$ cat src/rtl/flash_to_sram_copier.sv
// ---------------------------------------------------------------------------
// flash_to_sram_copier
//
// Bulk copy engine that moves a byte range from parallel flash into SRAM
// (for example, loading gamma/calibration tables at boot). It talks to the
// external memory controller through its flash-read and SRAM-write req/idle
// ports and copies one byte at a time: a flash read, then an SRAM write.
// It reports progress, a 16-bit additive checksum of the copied data and a
// handshake-timeout error.
//
// Ports
//   CLK_40              system clock, 40 MHz
//   reset               asynchronous, active-high
//   start               1-cycle pulse, begins a copy using src/dst/length
//   abort               1-cycle pulse, stops after the byte in flight
//   src_addr[19:0]      first flash byte address
//   dst_addr[17:0]      first SRAM byte address
//   length[17:0]        number of bytes to copy, 0 = no-op
//   busy                high while a copy is running
//   done                1-cycle pulse on completion, abort or error
//   error               sticky handshake timeout flag
//   aborted             sticky, last run was ended by abort
//   bytes_copied[17:0]  bytes written to SRAM in current/last run
//   checksum[15:0]      sum mod 2^16 of bytes written in current/last run
//   flash_read_*        flash read handshake to/from the controller
//   sram_write_*        SRAM write handshake to/from the controller
// ---------------------------------------------------------------------------
module flash_to_sram_copier #(
    parameter int unsigned TIMEOUT_CYCLES = 255
) (
    input  logic        CLK_40,
    input  logic        reset,
    input  logic        start,
    input  logic        abort,
    input  logic [19:0] src_addr,
    input  logic [17:0] dst_addr,
    input  logic [17:0] length,
    output logic        busy,
    output logic        done,
    output logic        error,
    output logic        aborted,
    output logic [17:0] bytes_copied,
    output logic [15:0] checksum,
    output logic        flash_read_req,
    output logic [19:0] flash_read_address,
    input  logic [7:0]  flash_read_data,
    input  logic        flash_read_idle,
    output logic        sram_write_req,
    output logic [17:0] sram_write_address,
    output logic [7:0]  sram_write_data,
    input  logic        sram_write_idle
);

    typedef enum logic [2:0] {
        ST_IDLE,
        ST_FR_ACK,
        ST_FR_DONE,
        ST_SW_ACK,
        ST_SW_DONE,
        ST_NEXT,
        ST_FINISH
    } state_t;

    // A phase times out on its TIMEOUT_CYCLES-th cycle without progress.
    localparam logic [15:0] TIMEOUT_LAST = 16'(TIMEOUT_CYCLES - 1);

    state_t      state;
    state_t      state_next;

    logic [19:0] cur_src;
    logic [17:0] cur_dst;
    logic [17:0] remaining;
    logic [7:0]  data_latch;
    logic [15:0] phase_cnt;
    logic        abort_pending;

    logic        go_run;
    logic        go_noop;
    logic        read_done;
    logic        write_done;
    logic        timeout_hit;
    logic        phase_expired;

    assign phase_expired      = (phase_cnt >= TIMEOUT_LAST);
    assign flash_read_address = cur_src;
    assign sram_write_address = cur_dst;
    assign sram_write_data    = data_latch;

    // State register. Requests are decoded from state, so reset drops them
    // without waiting for a clock edge.
    always_ff @(posedge CLK_40 or posedge reset) begin
        if (reset) begin
            state <= ST_IDLE;
        end else begin
            state <= state_next;
        end
    end

    // Next-state and request decode. Progress on a handshake wins over a
    // timeout that expires in the same cycle.
    always_comb begin
        state_next     = state;
        flash_read_req = 1'b0;
        sram_write_req = 1'b0;
        go_run         = 1'b0;
        go_noop        = 1'b0;
        read_done      = 1'b0;
        write_done     = 1'b0;
        timeout_hit    = 1'b0;
        case (state)
            ST_IDLE: begin
                // A start that coincides with abort is dropped entirely.
                if (start && !abort) begin
                    if (length != 18'd0) begin
                        go_run     = 1'b1;
                        state_next = ST_FR_ACK;
                    end else begin
                        go_noop    = 1'b1;
                    end
                end
            end
            ST_FR_ACK: begin
                flash_read_req = 1'b1;
                if (!flash_read_idle) begin
                    state_next = ST_FR_DONE;
                end else if (phase_expired) begin
                    timeout_hit = 1'b1;
                    state_next  = ST_FINISH;
                end
            end
            ST_FR_DONE: begin
                flash_read_req = 1'b1;
                if (flash_read_idle) begin
                    read_done  = 1'b1;
                    state_next = ST_SW_ACK;
                end else if (phase_expired) begin
                    timeout_hit = 1'b1;
                    state_next  = ST_FINISH;
                end
            end
            ST_SW_ACK: begin
                sram_write_req = 1'b1;
                if (!sram_write_idle) begin
                    state_next = ST_SW_DONE;
                end else if (phase_expired) begin
                    timeout_hit = 1'b1;
                    state_next  = ST_FINISH;
                end
            end
            ST_SW_DONE: begin
                sram_write_req = 1'b1;
                if (sram_write_idle) begin
                    write_done = 1'b1;
                    state_next = ST_NEXT;
                end else if (phase_expired) begin
                    timeout_hit = 1'b1;
                    state_next  = ST_FINISH;
                end
            end
            ST_NEXT: begin
                // Abort is only honoured here so a controller operation is
                // never cut off halfway.
                if ((remaining == 18'd0) || abort_pending) begin
                    state_next = ST_FINISH;
                end else begin
                    state_next = ST_FR_ACK;
                end
            end
            ST_FINISH: begin
                state_next = ST_IDLE;
            end
            default: begin
                state_next = ST_IDLE;
            end
        endcase
    end

    // Datapath: addresses, counters, checksum, status flags.
    always_ff @(posedge CLK_40 or posedge reset) begin
        if (reset) begin
            cur_src       <= 20'd0;
            cur_dst       <= 18'd0;
            remaining     <= 18'd0;
            data_latch    <= 8'd0;
            phase_cnt     <= 16'd0;
            abort_pending <= 1'b0;
            busy          <= 1'b0;
            done          <= 1'b0;
            error         <= 1'b0;
            aborted       <= 1'b0;
            bytes_copied  <= 18'd0;
            checksum      <= 16'd0;
        end else begin
            done <= 1'b0;

            // The phase counter measures time spent in the current state.
            if ((state_next != state) || (state == ST_IDLE)) begin
                phase_cnt <= 16'd0;
            end else begin
                phase_cnt <= phase_cnt + 16'd1;
            end

            if (abort && (state != ST_IDLE)) begin
                abort_pending <= 1'b1;
            end

            if (go_run) begin
                cur_src       <= src_addr;
                cur_dst       <= dst_addr;
                remaining     <= length;
                error         <= 1'b0;
                aborted       <= 1'b0;
                bytes_copied  <= 18'd0;
                checksum      <= 16'd0;
                abort_pending <= 1'b0;
                busy          <= 1'b1;
            end

            if (go_noop) begin
                error   <= 1'b0;
                aborted <= 1'b0;
                done    <= 1'b1;
            end

            if (read_done) begin
                data_latch <= flash_read_data;
            end

            if (write_done) begin
                bytes_copied <= bytes_copied + 18'd1;
                checksum     <= checksum + {8'd0, data_latch};
                cur_src      <= cur_src + 20'd1;
                cur_dst      <= cur_dst + 18'd1;
                remaining    <= remaining - 18'd1;
            end

            if (timeout_hit) begin
                error <= 1'b1;
            end

            if (state == ST_FINISH) begin
                busy          <= 1'b0;
                done          <= 1'b1;
                aborted       <= abort_pending;
                abort_pending <= 1'b0;
            end
        end
    end

endmodule

$ cat config.mk
export PLATFORM = sky130hd
export DESIGN_NAME = flash_to_sram_copier
export DESIGN_NICKNAME = d
export VERILOG_FILES = /design/src/rtl/flash_to_sram_copier.sv
export SDC_FILE = /design/constraint.sdc
export NUM_CORES = 1
export LEC_CHECK = 0
export ABC_AREA = 1
export CORE_AREA = 4 4 120 122
export CTS_BUF_LIST = sky130_fd_sc_hd__clkbuf_4
export DETAILED_ROUTE_END_ITERATION = 10
export DIE_AREA = 0 0 124 126
export GPL_TIMING_DRIVEN = 0
export PLACE_DENSITY = 0.85
export SKIP_CTS_REPAIR_TIMING = 1
export SLEW_MARGIN = 20
export SYNTH_ARGS = -nofsm -noshare
export SYNTH_HDL_FRONTEND = slang
export SYNTH_SLANG_ARGS = --single-unit
$ cat constraint.sdc
create_clock -name CLK_40 -period 4.9 [get_ports CLK_40]
set_input_delay 0.98 -clock CLK_40 [delete_from_list [all_inputs] [get_ports CLK_40]]
set_output_delay 0.98 -clock CLK_40 [all_outputs]
set_load 0.02 [all_outputs]
==> After elaboration in Yosys (flattened, before gate mapping) <==
Index checks and enable logic that the tools add are counted.
{ "totals": {"regBits": 122, "latchBits": 0, "ramBits": 0, "mem_bits_ro": 0, "inputBits": 70, "word_cells": 92, "memories": 0} }
{ "classes": {"add_sub_neg": 6, "multipliers": 0, "div": 0, "order_cmp": 1, "n_eq_ne": 7, "n_shift": 0, "mux": 49, "bitwise": 0, "reduce_logical": 16} }
{ "ops": {"columns": ["cell", "n"], "rows": [
  ["$mux W18", 6],
  ["$mux W16", 3],
  ["$mux W20", 2],
  ["$add A18 B1 Y18 const B", 2],
  ["$mux W1", 28],
  ["$mux W3", 8],
  ["$add A20 B1 Y20 const B", 1],
  ["$logic_not A18 Y1", 1],
  ["$pmux W3 S6", 1],
  ["$reduce_bool A18 Y1", 1],
  ["$sub A18 B1 Y18 const B", 1],
  ["$add A16 B1 Y16 const B", 1],
  ["$add A16 B8 Y16", 1],
  ["$ge A16 B8 Y1 const B", 1],
  ["$reduce_bool A3 Y1", 4],
  ["$eq A3 B3 Y1 const B", 3],
  ["$eq A3 B2 Y1 const B", 2],
  ["$pmux W1 S4", 1],
  ["$reduce_bool A2 Y1", 2],
  ["$reduce_or A2 Y1", 2],
  ["$eq A3 B1 Y1 const B", 1],
  ["$logic_not A3 Y1", 1],
  ["$ne A3 B3 Y1", 1],
  ["$logic_and A1 B1 Y1", 2],
  ["other kinds (2)", 3]
]} }

==> Longest topological paths before layout <==
{ "depth": {"word_depth": 7, "depth_mapped": 15, "ltp_nobuf": 15} }

==> Worst setup path after synthesis <==
OpenSTA, ideal clock, no wires.
{ "synth_path": {"path_type": "input to register", "from": "in length[10]", "to": "reg remaining[0]", "setup_ns": 0.087, "t_arrival_ns": 1.927, "path_slack_ns": 2.887, "cell_stages": 9, "cell_sequence": "nor2_1 -> nand3_1 -> nor2_1 -> nand2_1 -> nand2_4 -> nand2_1 -> buf_4 -> buf_4 -> o211ai_1"} }
{ "synth_via": {"elab_chain_len": 5} }
{ "synth_lines": {"columns": ["item", "line", "text"], "rows": [
  ["start: declaration", "37", "input logic [17:0] length,"],
  ["$reduce_bool A18 Y1", "114", "if (length != 18'd0) begin"],
  ["$mux W1", "114", null],
  ["$mux W1", "113", "if (start && !abort) begin"],
  ["$mux W1", "110", "case (state)"],
  ["$reduce_bool A2 Y1 (no source line)", null, null],
  ["end signal: assignment", "210", "remaining <= length;"],
  ["end signal: assignment", "234", "remaining <= remaining - 18'd1;"],
  ["end: declaration", "72", "logic [17:0] remaining;"]
]} }
No other way between the ends.
A chain may end at the register's enable or synchronous reset.

==> Final worst setup path <==
{ "layout_path": {"from": "reg state[1]", "to": "out flash_read_req"} }
{ "layout_via": {"elab_chain_len": 3, "word_cells_on_any_way": 4, "cone_classes": "eq/ne (2); mux (1); reduce/logical (1)"} }
{ "layout_lines": {"columns": ["item", "line", "text"], "rows": [
  ["start: declaration", "67", "state_t state;"],
  ["start signal: assignment", "95", "state <= state_next;"],
  ["$eq A3 B2 Y1 / $eq A3 B1 Y1 (equally long branches)", "110", null],
  ["$reduce_or A2 Y1 (no source line) *", null, null],
  ["$mux W1 *", "110", null],
  ["end: declaration", "44", "output logic flash_read_req,"]
]} }
Mark *: on every way between the ends. The rest lies on a longest branch, timed or not.

==> metrics.yaml <==
firstDrtPassIters: 5
fmax_mhz: 325.0
htreeDepth: 4
ctsRootBufferMaster: "clkbuf_4"
synth-seq-cells: 122
die_w_um: 124
hold_viol: 0
die_h_um: 126
grt_overflow_total: 0
drt-initial-drc-count: 615
worstHoldEndpoint: "busy$_DFFE_PP0N_"
r2r_cells: 8
antenna_found_initial: 0
wl_mm: 20.32
avgRoutedWirePerCell_um: 16.51
setup_viol_count_final: 0
final_common_cell: "nand2_1"
critical_path_class: "reg2out"
core_mm2: 0.01319
cp-end-kind: "output pin"
netlist_area_mm2: 0.006805
worstPathArrival_ns: 2.10
tns_ns: 0
skew_ns: 0.01909
crit_chain: "inv_2 -> nor2_4 -> nand2_1 -> nand2_1 -> clkdlybuf4s50_1"
fin_nets: 1127
tightest_slew_ns: 0.7171
hold_class: "reg2reg"
cts_buffer_depth: 2
cts_made_buffers: 17
fillers: 1093
drc_errors: 0
gp_congestion: 0.9809
min_from: "busy$_DFFE_PP0N_"
vdd_drop_max_mv: 0.4535
viasPerCell: 5.482
cp_num_cells: 5
clk_pin_slew_ns: 0.10
relSlewSlack_pct: 52.20
postRouteAntennaNets: 0
area_delta_synth_final_pct: 31.24
finalMaxSlewViolations: 0
cts_sinks: 122
syn_inst: 861
layout-drive-gt1-share_pct: 7.014
vias: 6748
critical_path_required_ns: 3.92
synth.distinct_cells: 49
grtUsageTotal_pct: 26.15
yosys_warnings: 0
pin_count: 156
hpwl_mm: 14.85
start_util_pct: 51.59
grt_pass1_wl_mm: 31.68
min_delay_path_depth: 2
powerDensity_mw_per_mm2: 565.2
first_global_vias: 6333
path_delay_family: "buffers and inverters"
r2r_slack_ns: 2.77
place_inst: 1199
cap_violations: 0
crit_buf_inv: 2
cts_tree: "built"
synthArstFlopShare_pct: 100.0
slowest_stage: "clkdlybuf4s50_1"
critPathLaunchType: "flip-flop"
die_area_mm2: 0.01562
p_leak_nw: 3.994
antenna_cells: 0
syn_area_per_cell_um2: 7.904
fin_crit_sh_pct: 62.79
grt_max_degree: 63
insertion_delay_ns: 0.55
synthFlopType: "dfrtp_1"
final_cells: 1231
r2r-start: "state[0]$_DFF_PP0_"
synth-edff-count: 0
reg2reg_to: "flash_read_address[14]$_DFFE_PP0P_"
outcome: "finished clean"
timing.final.crit_period_ns: 3.077
crit_path_max_incr_delay_ns: 0.60
seq_area_frac_synth_pct: 44.86
rsz0062_at_grt: "false"
layout_common_cells: "nand2_1, clkdlybuf4s50_1, dfrtp_1"
portBuffers: 155
cpMostUsedCell: "nand2_1"
cp_max_fo: 5
rows: 42
## flip-flops by register name, summed over array words and instances (netlist names)
name,cells
abort_pending,1
aborted,1
busy,1
bytes_copied,18
checksum,16
done,1
error,1
flash_read_address,20
phase_cnt,16
remaining,18
sram_write_address,18
sram_write_data,8
state,3
## kinds of logic (layout without fill, tap and decap cells)
| group | count (synthesis) | after routing | share of synthesized area, % |
|---|---|---|---|
| AO/OA/AOI/OAI | 131 | 131 | 12.13 |
| flip-flops | 122 | 122 | 44.86 |
| adder cells (fa/ha/maj) | 15 | 15 | 2.868 |
| buffers and inverters | 120 | 308 | 7.097 |
| other | 1 | 7 | 0.05510 |
| XOR/XNOR | 22 | 22 | 2.831 |
| multiplexers | 11 | 11 | 1.765 |
| AND/OR/NAND/NOR | 439 | 439 | 28.39 |
## report_power, final
group | switching (W) | leakage (nW) | total, W | internal (W)
clock network | 0.000371 | 0.163 | 0.000773 | 0.000403
logic | 0.00146 | 2.28 | 0.00252 | 0.00106
registers | 0.000397 | 1.55 | 0.00176 | 0.00136
total | 0.00222 | 3.99 | 0.00505 | 0.00282
## worst register-to-register path, stage by stage, from the launching register on
cell,delay (ns)
dfrtp_1,0.39
buf_6,0.14
nor2_4,0.15
nand3_4,0.17
clkinv_2,0.21
clkbuf_1,0.58
nand2_1,0.16
nand3_1,0.11
o211ai_1,0.09
## synth_stat cells (4+ instances only)
master    number  area, um2
nand2_1      216      810.8
dfrtp_1      122       3053
inv_1         91      341.6
nor2_1        90      337.8
nand3_1       74      370.4
a21oi_1       34      170.2
o21ai_0       30      150.1
o211ai_1      27      202.7
nand4_1       17      106.4
nor3_1        17      85.08
xor2_1        15      131.4
ha_1          14      175.2
buf_2         10      50.05
clkbuf_1       9      33.78
mux2_2         8      90.09
o221ai_1       7      61.31
xnor2_1        7      61.31
o22ai_1        6      37.54
inv_2          5      18.77
o21ai_1        5      25.02
o311ai_0       5      43.79
a31oi_1        4      25.02
## worst max path at each step
| stage | end | startpoint | slack [ns] |
|---|---|---|---|
| 2_1_floorplan | abort_pending$_DFFE_PP0P_ | reset | 0.68 |
| 5_1_grt | flash_read_req | state[1]$_DFF_PP0_ | 1.68 |
| 6_report | flash_read_req | state[1]$_DFF_PP0_ | 1.82 |
| 4_1_cts | flash_read_req | state[1]$_DFF_PP0_ | 1.79 |
| 3_3_place_gp | bytes_copied[8]$_DFFE_PP0P_ | reset | -1.18 |
| 3_5_place_dp | checksum[2]$_DFFE_PP0P_ | length[4] | 1.92 |
## layout make-up
type | count | area [um2] | area share, %
buffer | 23 | 117.6 | 1.317
timing repair buffer | 156 | 1579 | 17.68
multi-input combinational | 625 | 3292 | 36.86
inverter | 97 | 370.4 | 4.147
clock inverter | 13 | 156.4 | 1.751
clock buffer | 19 | 142.6 | 1.597
sequential | 122 | 3053 | 34.18
tap | 176 | 220.2 | 2.466
## per-stage QoR
| stage | hold WS [ns] | power [W] | setup slack [ns] | util (%) | area (um2) |
|---|---|---|---|---|---|
| after global placement | 0.4704 | 0.004193 | -1.183 | 65.20 | 8600 |
| after CTS | 0.4982 | 0.005057 | 1.786 | 67.71 | 8931 |
| after global routing | 0.5212 | 0.005400 | 1.677 | 67.71 | 8931 |
| after detailed placement | 0.4701 | 0.004272 | 1.917 | 65.44 | 8632 |
| final | 0.5017 | 0.005048 | 1.823 | 67.71 | 8931 |
| after floorplan | 0.4700 | 0.003243 | 0.6775 | - | 6828 |
## per-layer routing
metal | vias up | track usage [%] | share of wire [%]
li1 | 3242 | - | -
met1 | 3181 | 33.61 | 40
met2 | 293 | 42.67 | 48
met3 | 32 | 7.309 | 10
met4 | 0 | 8.441 | 1.9
met5 | - | 0 | 0
Note: power is estimated with default switching activity, not from simulation.
==> RTL change 1: new RTL, same flow settings <==
Add an input register stage for `length`, with the module's reset; this delays it by one clock. The other inputs are not delayed to match. Comments in the files are not updated.
--- a/src/rtl/flash_to_sram_copier.sv
+++ b/src/rtl/flash_to_sram_copier.sv
@@ -64,6 +64,16 @@
     // A phase times out on its TIMEOUT_CYCLES-th cycle without progress.
     localparam logic [15:0] TIMEOUT_LAST = 16'(TIMEOUT_CYCLES - 1);
 
+    logic [17:0] length_q;
+
+    always_ff @(posedge CLK_40 or posedge reset) begin
+        if (reset) begin
+            length_q <= '0;
+        end else begin
+            length_q <= length;
+        end
+    end
+
     state_t      state;
     state_t      state_next;
 
@@ -111,7 +121,7 @@
             ST_IDLE: begin
                 // A start that coincides with abort is dropped entirely.
                 if (start && !abort) begin
-                    if (length != 18'd0) begin
+                    if (length_q != 18'd0) begin
                         go_run     = 1'b1;
                         state_next = ST_FR_ACK;
                     end else begin
@@ -207,7 +217,7 @@
             if (go_run) begin
                 cur_src       <= src_addr;
                 cur_dst       <= dst_addr;
-                remaining     <= length;
+                remaining     <= length_q;
                 error         <= 1'b0;
                 aborted       <= 1'b0;
                 bytes_copied  <= 18'd0;
Behaviour: not the same (a bounded check fails within 4 cycles, from zero or initial values and one cycle with reset high).
==> RTL change 1 against the original RTL <==
  * Total power is 10% higher
  * Core utilization is 5.0 points higher
  * Wire length is 4.4% higher
  * Sequential cell count is 18 higher
  * Count of clock-buffer cells in the layout is 2 lower
  * Setup slack better by 60 ps
  * Design area is 7.3% higher
  * Area after synthesis is 8.8% higher
  * Critical path type unchanged
==> RTL change 1: results (changes against the original RTL) <==
stage,metric,value,unit,change
status,status,finished clean,,unchanged
pwr,power_frac_comb,0.484,,was 0.499
global_routing,grt_max_degree,109,,was 63
critical_path,path_max_fanout,8,,was 5
yosys,yosys-top-cells-count,"209 x nand2_1, 140 x dfrtp_1, 102 x inv_1, 83 x nor2_1, 69 x nand3_1",,"was 216 x nand2_1, 122 x dfrtp_1, 91 x inv_1, 90 x nor2_1, 74 x nand3_1"
final_layout,multi_input_gates,637,,was 625
critical_path,reg2reg_to,checksum[6]$_DFFE_PP0P_,,was flash_read_address[14]$_DFFE_PP0P_
yosys,yosys-top-cells-area,"dfrtp_1 47%, nand2_1 11%, inv_1 5.2%",,"was dfrtp_1 45%, nand2_1 12%, nand3_1 5.4%"
critical_path,regToRegSetupSlack,2780,ps,was 2770 ps
global_routing,gr-usage-all-layers,0.2753,,was 0.2615
timing,worstMarginPinSlew,665.0,ps,was 717.1 ps
final_layout,drive_gt1_frac,0.07931,,was 0.07014
final_layout,fillers,1053,,was 1093
global_routing,grtUsageMet2,0.4343,,was 0.4267
min_path,holdCritStartpoint,length_q[7]$_DFF_PP0_,,was busy$_DFFE_PP0N_
drt,dr_wl_met3,1.960,mm,was 2.040 mm
final_layout,nClkBuffers,17,,was 19
pwr,p_int,3.145,mW,was 2.825 mW
final_layout,nNonClkBuffers,181,,was 179
pwr,peakVddDrop,0.0003110,V,was 0.0004535 V
critical_path,critPathLaunch,state[2]$_DFF_PP0_,,was state[1]$_DFF_PP0_
drt,drt-initial-drc-count,714,,was 615
critical_path,endpoint,sram_write_req,,was flash_read_req
min_path,whs_endpoint,remaining[7]$_DFFE_PP0P_,,was busy$_DFFE_PP0N_
final_layout,clock_area_frac,0.03681,,was 0.03348
pwr,p_leak,4.202,nW,was 3.994 nW
final_layout,buf_share,0.1785,,was 0.1900
drt,wl,21.22,mm,was 20.32 mm
final_layout,regArea,3503,sq um,was 3053 sq um
placed_design,placed_cell_area,9231,sq um,was 8632 sq um
critical_path,reg2reg_depth,10,,was 8
placed_design,hpwl,15.40,mm,was 14.85 mm
pwr,p_per_area,579.7,nW/um^2,was 565.2 nW/um^2
yosys,postSynthAreaPerCell,8.188,sq um,was 7.904 sq um
yosys,ys_types,45,,was 49
timing,fin_skew,12.48,ps,was 19.09 ps
global_routing,grtUsageMet3,0.05874,,was 0.07309
final_layout,num-nonclk-inverters,108,,was 97
critical_path,cp.arrival,2040,ps,was 2100 ps
placed_design,gp_congestion,0.9048,,was 0.9809
-- RTL change 1: metrics by stage --
stage	hold slack [ps]	TNS, ps	instances	utilization	worst slack, ps
after floorplan	453.0	0	910	-	167.1
after global placement	451.8	-241870	1241	0.6972	-1744
after detailed placement	467.9	0	1242	0.6999	1959
after CTS	485.4	0	1273	0.7266	1840
after global routing	529.0	0	1273	0.7266	1769
final	497.8	0	1273	0.7266	1883
-- RTL change 1: logic make-up (layout without fill, tap and decap cells) --
group / Yosys count / count (layout) / synth area share
multiplexers: 8 / 8 / 0.01217
buffers and inverters: 133 / 320 / 0.07251
XOR/XNOR: 27 / 27 / 0.03195
AND/OR/NAND/NOR: 442 / 442 / 0.2644
adder cells (fa/ha/maj): 15 / 15 / 0.02637
AO/OA/AOI/OAI: 138 / 138 / 0.1188
other: 1 / 7 / 0.0005066
flip-flops: 140 / 140 / 0.4733
==> RTL change 2: new RTL, same flow settings <==
Without the edit above. Change the parameter `TIMEOUT_CYCLES` from 255 to 127.
--- a/src/rtl/flash_to_sram_copier.sv
+++ b/src/rtl/flash_to_sram_copier.sv
@@ -26,7 +26,7 @@
 //   sram_write_*        SRAM write handshake to/from the controller
 // ---------------------------------------------------------------------------
 module flash_to_sram_copier #(
-    parameter int unsigned TIMEOUT_CYCLES = 255
+    parameter int unsigned TIMEOUT_CYCLES = 127
 ) (
     input  logic        CLK_40,
     input  logic        reset,
Formal check against the unedited RTL: no difference found for any inputs over 10 cycles, from zero or initial values and one cycle with reset high; that may be too few to reach the edited logic, so the function may still have changed.
==> RTL change 2 against the original RTL <==
  * Setup slack improved by 85 ps
  * Largest power group unchanged
  * Final cell count shrank 0.32%
  * Design area hardly changed
  * Critical path type unchanged
  * Critical path depth decreased by 1
  * Area after synthesis up 0.37%
  * Wire length grew 2.5%
  * Sequential cell count is the same
  * Total power shrank 0.68%
  * Highest routed layer unchanged
  * Sequential share of layout area about the same
==> RTL change 2: results (changes against the original RTL) <==
stage,metric,value,unit,change
yosys,seq_area_frac_synth,0.4470,,was 0.4486
drt,drt_pre_antenna_iters,7,,was 5
yosys,postSynthAreaPerCell,7.998,sq um,was 7.904 sq um
global_routing,grt_pass1_wl,32.82,mm,was 31.68 mm
global_routing,grt_max_degree,66,,was 63
final_layout,num-nets-final,1122,,was 1127
yosys,ys_types,45,,was 49
pwr,p_leak,3.955,nW,was 3.994 nW
final_layout,drive_gt1_frac,0.09819,,was 0.07014
drt,wl_met2,9.527,mm,was 9.798 mm
drt,drt-initial-drc-count,751,,was 615
placed_design,hpwl,15.13,mm,was 14.85 mm
status,status,finished clean,,unchanged
drt,wl_met1,8.554,mm,was 8.104 mm
timing,worstMarginPinSlew,796.3,ps,was 717.1 ps
placed_design,placed_cell_area,8665,sq um,was 8632 sq um
critical_path,path_max_fanout,8,,was 5
drt,wl,20.82,mm,was 20.32 mm
global_routing,grt_antenna_before_repair,2,,was 0
pwr,peakVddDrop,0.0002844,V,was 0.0004535 V
global_routing,gr-usage-all-layers,0.2708,,was 0.2615
timing,fin_skew,21.79,ps,was 19.09 ps
drt,dr_wl_met3,1.824,mm,was 2.040 mm
final_layout,stdcell_count,1227,,was 1231
pwr,p_switching,2.273,mW,was 2.223 mW
-- RTL change 2: cell types whose count changed in the layout (fill, tap and decap cells not counted), moves of 5 or more --
| cell | change |
|---|---|
| a21oi_1 | -14 |
| clkinv_1 | -5 |
| nor2_1 | -16 |
| nor2_2 | +12 |
| o211ai_1 | +7 |
-- RTL change 2: worst max-delay path, cell delays in order (launching register included) --
cell             delay [ps]
dfrtp_1                 450
inv_2                   160
nand3_1                 150
nand2_1                 120
clkdlybuf4s50_1         600
-- RTL change 2: kinds of logic after synthesis --
| kind of cell | share of synthesized area |
|---|---|
| simple gates | 0.2894 |
| xor+xnor | 0.02052 |
| mux | 0.01630 |
| buf+inv | 0.07346 |
| fa+ha+maj | 0.02858 |
| flops | 0.4470 |
| other cells | 0.0005490 |
| compound gates | 0.1242 |
-- RTL change 2: per-stage QoR --
stage / hold slack (ps) / total power, mW / util / setup WS (ps)
4_1_cts: 497.0 / 5.009 / 0.6762 / 1877
3_3_place_gp: 467.0 / 4.240 / 0.6544 / -1138
2_1_floorplan: 460.0 / 3.266 / - / 677.5
6_report: 493.9 / 5.013 / 0.6766 / 1908
3_5_place_dp: 474.2 / 4.325 / 0.6569 / 1899
5_1_grt: 511.0 / 5.340 / 0.6766 / 1761
-- RTL change 2: final cells by class --
type | instances | area (sq um)
Antenna cell | 2 | 5.005
Buffer | 25 | 130.1
Clock buffer | 20 | 150.1
Clock inverter | 11 | 105.1
Fill cell | 1097 | 4265
Inverter | 99 | 376.6
Multi-Input combinational cell | 616 | 3306
Sequential cell | 122 | 3053
Tap cell | 176 | 220.2
Timing Repair Buffer | 156 | 1579
-- RTL change 2: power by group through the flow --
stage	Clock, mW	Combinational (mW)	Sequential (mW)
finish	0.679	2.59	1.75
global route	0.735	2.80	1.80
CTS	0.691	2.58	1.74
detailed placement	0	2.57	1.75
global placement	0	2.50	1.74
floorplan	0	1.28	1.99
-- RTL change 2: worst paths after layout --
path,start,end,slack [ps],cells after the start
max in group asynchronous,reset,sram_write_address[14]$_DFFE_PP0P_,3310,3
setup reg to reg,state[1]$_DFF_PP0_,flash_read_address[11]$_DFFE_PP0P_,2690,7
hold / removal,bytes_copied[17]$_DFFE_PP0P_,bytes_copied[17]$_DFFE_PP0P_,490,1
min in group asynchronous,reset,state[2]$_DFF_PP0_,860,2
setup / recovery,state[2]$_DFF_PP0_,flash_read_req,1910,4
hold reg to reg,bytes_copied[17]$_DFFE_PP0P_,bytes_copied[17]$_DFFE_PP0P_,490,1
-- RTL change 2: per-layer routing --
metal	up-vias	GRT usage
met5	-	0
met4	0	0.1244
met3	75	0.06771
met2	342	0.4187
met1	3200	0.3577
li1	3227	-
